## src/rtl/plab5_mcore_mem_rr_scheduler.sv

```systemverilog
// Two-port round-robin front end for a single memory port: one outstanding
// transaction, domain-tagged response routing, and a response watchdog.
module plab5_mcore_mem_rr_scheduler #(
  parameter int p_opaque_nbits    = 8,
  parameter int p_addr_nbits      = 32,
  parameter int p_data_nbits      = 32,
  parameter int p_ctrl_req_nbits  = 3 + p_opaque_nbits + p_addr_nbits + $clog2(p_data_nbits/8),
  parameter int p_ctrl_resp_nbits = 3 + p_opaque_nbits + 2 + $clog2(p_data_nbits/8),
  parameter int p_timeout         = 255,
  parameter int p_viol_nbits      = 8
) (
  input  logic                         clk,
  input  logic                         reset,

  input  logic                         req0_val,
  output logic                         req0_rdy,
  input  logic [p_ctrl_req_nbits-1:0]  req0_control,
  input  logic [p_data_nbits-1:0]      req0_data,
  input  logic                         req0_domain,

  input  logic                         req1_val,
  output logic                         req1_rdy,
  input  logic [p_ctrl_req_nbits-1:0]  req1_control,
  input  logic [p_data_nbits-1:0]      req1_data,
  input  logic                         req1_domain,

  output logic                         mem_req_val,
  input  logic                         mem_req_rdy,
  output logic [p_ctrl_req_nbits-1:0]  mem_req_control,
  output logic [p_data_nbits-1:0]      mem_req_data,
  output logic                         mem_req_domain,

  input  logic                         mem_resp_val,
  output logic                         mem_resp_rdy,
  input  logic [p_ctrl_resp_nbits-1:0] mem_resp_control,
  input  logic [p_data_nbits-1:0]      mem_resp_data,
  input  logic                         mem_resp_domain,

  output logic                         resp0_val,
  input  logic                         resp0_rdy,
  output logic [p_ctrl_resp_nbits-1:0] resp0_control,
  output logic [p_data_nbits-1:0]      resp0_data,
  output logic                         resp0_domain,
  output logic                         resp0_err,

  output logic                         resp1_val,
  input  logic                         resp1_rdy,
  output logic [p_ctrl_resp_nbits-1:0] resp1_control,
  output logic [p_data_nbits-1:0]      resp1_data,
  output logic                         resp1_domain,
  output logic                         resp1_err,

  output logic [p_viol_nbits-1:0]      viol_count
);

  localparam int CW = (p_timeout < 2) ? 1 : $clog2(p_timeout + 1);

  typedef enum logic [1:0] {IDLE, ISSUE, WAIT, RESP} state_t;

  state_t                         state_reg, state_next;
  logic                           ptr_reg;
  logic                           owner_reg;
  logic [p_ctrl_req_nbits-1:0]    req_ctrl_reg;
  logic [p_data_nbits-1:0]        req_data_reg;
  logic                           dom_reg;
  logic [p_ctrl_resp_nbits-1:0]   resp_ctrl_reg;
  logic [p_data_nbits-1:0]        resp_data_reg;
  logic                           err_reg;
  logic [CW-1:0]                  cnt_reg;
  logic [p_viol_nbits-1:0]        viol_reg;

  logic any_val, grant_port, fire, resp_match, resp_bad, timed_out, resp_fire;

  // On a tie the pointer picks; otherwise the lone valid port wins.
  assign any_val    = req0_val | req1_val;
  assign grant_port = (req0_val && req1_val) ? ptr_reg : req1_val;
  assign fire       = (state_reg == IDLE) && any_val;
  assign resp_match = (state_reg == WAIT) && mem_resp_val && (mem_resp_domain == dom_reg);
  assign resp_bad   = (state_reg == WAIT) && mem_resp_val && (mem_resp_domain != dom_reg);
  assign timed_out  = (state_reg == WAIT) && (cnt_reg == CW'(p_timeout));
  assign resp_fire  = (state_reg == RESP) && (owner_reg ? resp1_rdy : resp0_rdy);

  always_comb begin
    state_next = state_reg;
    case (state_reg)
      IDLE:    if (any_val)                  state_next = ISSUE;
      ISSUE:   if (mem_req_rdy)              state_next = WAIT;
      WAIT:    if (resp_match || timed_out)  state_next = RESP;
      RESP:    if (resp_fire)                state_next = IDLE;
      default:                               state_next = IDLE;
    endcase
  end

  always_ff @(posedge clk or negedge reset) begin
    if (!reset) begin
      state_reg     <= IDLE;
      ptr_reg       <= 1'b0;
      owner_reg     <= 1'b0;
      req_ctrl_reg  <= '0;
      req_data_reg  <= '0;
      dom_reg       <= 1'b0;
      resp_ctrl_reg <= '0;
      resp_data_reg <= '0;
      err_reg       <= 1'b0;
      cnt_reg       <= '0;
      viol_reg      <= '0;
    end else begin
      state_reg <= state_next;
      if (fire) begin
        owner_reg    <= grant_port;
        ptr_reg      <= ~grant_port;
        req_ctrl_reg <= grant_port ? req1_control : req0_control;
        req_data_reg <= grant_port ? req1_data    : req0_data;
        dom_reg      <= grant_port ? req1_domain  : req0_domain;
      end
      if (state_reg == ISSUE && mem_req_rdy)
        cnt_reg <= '0;
      else if (state_reg == WAIT && !timed_out)
        cnt_reg <= cnt_reg + 1'b1;
      // A matching response in the timeout cycle takes precedence.
      if (resp_match) begin
        resp_data_reg <= mem_resp_data;
        resp_ctrl_reg <= mem_resp_control;
        err_reg       <= 1'b0;
      end else if (timed_out) begin
        resp_data_reg <= '0;
        resp_ctrl_reg <= '0;
        err_reg       <= 1'b1;
      end
      if (resp_bad && (viol_reg != {p_viol_nbits{1'b1}}))
        viol_reg <= viol_reg + 1'b1;
    end
  end

  assign req0_rdy        = fire && !grant_port;
  assign req1_rdy        = fire &&  grant_port;

  assign mem_req_val     = (state_reg == ISSUE);
  assign mem_req_control = mem_req_val ? req_ctrl_reg : '0;
  assign mem_req_data    = mem_req_val ? req_data_reg : '0;
  assign mem_req_domain  = mem_req_val && dom_reg;
  assign mem_resp_rdy    = (state_reg == WAIT);

  // Non-owner outputs are forced to zero so nothing leaks across ports.
  assign resp0_val       = (state_reg == RESP) && !owner_reg;
  assign resp0_control   = resp0_val ? resp_ctrl_reg : '0;
  assign resp0_data      = resp0_val ? resp_data_reg : '0;
  assign resp0_domain    = resp0_val && dom_reg;
  assign resp0_err       = resp0_val && err_reg;

  assign resp1_val       = (state_reg == RESP) && owner_reg;
  assign resp1_control   = resp1_val ? resp_ctrl_reg : '0;
  assign resp1_data      = resp1_val ? resp_data_reg : '0;
  assign resp1_domain    = resp1_val && dom_reg;
  assign resp1_err       = resp1_val && err_reg;

  assign viol_count      = viol_reg;

endmodule

```

## config.mk

```make
export PLATFORM = sky130hd
export DESIGN_NAME = plab5_mcore_mem_rr_scheduler
export DESIGN_NICKNAME = d
export VERILOG_FILES = /design/src/rtl/plab5_mcore_mem_rr_scheduler.sv
export SDC_FILE = /design/constraint.sdc
export NUM_CORES = 1
export LEC_CHECK = 0
export ABC_AREA = 1
export BUFFER_PORTS_ARGS = -buffer_cell sky130_fd_sc_hd__buf_4
export CAP_MARGIN = 25
export CORE_AREA = 2 2 156 158
export CTS_CLUSTER_DIAMETER = 150
export DETAILED_ROUTE_END_ITERATION = 7
export DIE_AREA = 0 0 158 160
export GPL_TIMING_DRIVEN = 0
export PLACE_DENSITY = 0.59
export REMOVE_ABC_BUFFERS = 1
export SYNTH_ARGS = -nofsm -noshare
export SYNTH_HDL_FRONTEND = slang
export SYNTH_SLANG_ARGS = --single-unit
```

## constraint.sdc

```tcl
create_clock -name clk -period 2.3 [get_ports clk]
set_clock_uncertainty 0.1 [all_clocks]
set_input_delay 0.46 -clock clk [delete_from_list [all_inputs] [get_ports clk]]
set_output_delay 0.46 -clock clk [all_outputs]
set_load 0.1 [all_outputs]
```

==> results.toml <==
[sta]
worst_pin_slew_ns = 0.894
finalCritPeriodShare_pct = 106
finalCriticalPeriod_ns = 2.43
tns_ns = -9.98
grt_setup_unrepaired = "yes"
worst_slack_ns = -0.131
hold_ws_ns = 0.129
hold_violations = 0
final_max_slew_viol_count = 0
finalSetupViolCount = 164
max_freq_ghz = 0.411
slew-limit-headroom_pct = 40.3

[die]
rows = 57
initial_core_util_pct = 31.5
fp.dieW_microns = 158
dieArea_sq_um = 25300
die_y_microns = 160
core_area_sq_um = 23800
io_pins = 402

[clock_network]
insertion_delay_ns = 0.42
htreeDepth = 4
cts_root_buf = "clkbuf_16"
clock_sinks = 146
cts_tree = "done"
numCtsBuffers = 17
clkSlewWorstSetupHoldPaths_ns = 0.08
clock_path_buffers = 2

[critical_path]
arrival_ns = 1.87
cp-end-kind = "output port"
crit_type = "flip-flop to output port"
critPathMaxFanout = 25
required_ns = 1.74
worst_setup_path_start_kind = "flip-flop"
r2r_slack_ns = 0.07

[synthesis]
ys_ff_latch = 146
postSynthCellCount = 1064
syn-cell-area_sq_um = 7500
yosysWarnings = 0
synth.largest_area_cell = "dfrtp_1"
synth.area.top_cells = "dfrtp_1 49%, nand2_1 21%, inv_1 7.7%"
synth_cell_type_count = 29
netlist.area_leader.share_pct = 48.7
avgSynthCellArea_sq_um = 7.05
synth_edf_count = 0
synth-async-reset-ratio_pct = 100
ys_seq_area_share_pct = 48.7
synthFlopType = "dfrtp_1"

[final_layout]
fin_util_pct = 66.9
final_cells = 1827
layout.nets = 1709
layout.area.seq_sq_um = 3650
multi_input_area_sq_um = 4370
final_cell_mix = "340 x nand2_1, 239 x buf_4, 186 x buf_12"
design_area_sq_um = 15900
nFillCells = 1834
layout-drive-gt1-share_pct = 51.0
diodes = 0
largest_reg_flops = 45
mostFrequentLayoutCell = "nand2_1"
area_growth_pct = 112

[outcome]
violations = "setup timing"
status = "finished, violations left"

[placement]
dp.cells = 1743
dpl_cell_area_sq_um = 10900
dp_hpwl_microns = 19500
dp_slack_ns = -0.803
io_buffers = 401
place.gp.congestion = 0.846

[hold_path]
hold_path.class = "input port to flip-flop"

[power_and_ir_drop]
finalPower_mw = 23.9
clockPowerShare_pct = 12.0
pwr-share-comb_pct = 68.3
power.leakage_nw = 7.91
power_switching_mw = 13.0
power_frac_seq_pct = 19.7
p_per_area_nw_per_um2 = 1500
p_sw_share_pct = 54.3
peakVddDrop_v = 0.00130
intPower_mw = 10.9

[global_route]
grt_pass1_vias = 8470
grt_pass1_wl_microns = 47700
grt_overflow = 0
grt.total_usage_pct = 24.7
grt_max_degree = 103
antenna_found_initial = 0

[route]
drt.antenna.violating_nets = 0
vias_per_cell = 5.00
wl_met2_microns = 19100
drt-initial-drc-count = 664
vias = 9126
top_layer_used = "met4"
avgRoutedWirePerCell_microns = 20.4
routed_wl_microns = 37200
met3RoutedLength_microns = 2390
wl_met1_microns = 13600
drc = 0
firstDrtPassIters = 5

[flow_run]
drv_cap = 0
## cell type report
cell class	count	share of cell area (%)
clock inverters	13	0.950
repair inverters	6	0.432
well taps	324	2.54
repair buffers	453	38.4
multi-input cells	711	27.4
clock buffers	18	2.76
flip-flops and latches	146	22.9
inverters	156	4.56
## cells by family after synthesis
group,after synthesis,share of synthesized area [%]
AND/OR/NAND/NOR,634,33.8
AO/OA/AOI/OAI,63,4.55
flip-flops,146,48.7
buffers and inverters,210,11.3
adder cells (fa/ha/maj),6,1.00
XOR/XNOR,5,0.584
## layer usage
layer / global-route usage [%] / vias to the layer above
li1: - / 4073
met1: 30.0 / 4444
met2: 42.5 / 455
met3: 5.54 / 154
met4: 9.34 / 0
met5: 0 / -
## timing repair
| action | CTS | global route |
|---|---|---|
| endpoints found under the hold margin | 44 | 0 |
| endpoints found under the setup margin | 287 | 255 |
| cloned | 10 | 15 |
| hold buffers | 1 | 0 |
| setup buffers | 15 | 15 |
| gates resized for setup | 455 | 582 |
| pin swaps | 5 | 11 |
## power by group through the flow
stage / Sequential [mW] / Clock, mW / Combinational, mW
floorplan: 4.43 / 0 / 7.96
global placement: 4.29 / 0 / 10.6
detailed placement: 4.32 / 0 / 10.9
CTS: 4.29 / 2.92 / 13.3
global route: 4.82 / 3.02 / 17.0
finish: 4.70 / 2.86 / 16.3
## worst max-delay path, stage by stage (launching register included)
cell	delay [ns]
dfrtp_1	0.43
ha_4	0.17
inv_2	0.04
nor2_4	0.10
buf_12	0.20
inv_16	0.13
nor2_4	0.17
buf_12	0.19
## final timing paths
path                       cells after the start                         start                            to
max in group asynchronous                      3                         reset      state_reg[0]$_DFFE_PN0P_
min reg2reg                                    2  req_ctrl_reg[43]$_DFFE_PN0P_  req_ctrl_reg[43]$_DFFE_PN0P_
min                                            3                 req1_data[24]  req_data_reg[24]$_DFFE_PN0P_
max                                            7      state_reg[1]$_DFFE_PN0P_              resp0_control[5]
min in group asynchronous                      2                         reset   req_ctrl_reg[5]$_DFFE_PN0P_
max reg2reg                                    9      state_reg[1]$_DFFE_PN0P_  resp_data_reg[7]$_DFFE_PN0P_
## cell usage after synthesis, drive strengths merged, types with 2 or more instances
master	number
nand3b	2
dfrtp	146
clkbuf	22
a21oi	4
nand2	422
o21ai	56
o21bai	2
or2	4
xnor2	4
nand3	89
nand4	9
nor2	107
buf	32
ha	6
inv	155
(Power assumes the default switching activity.)
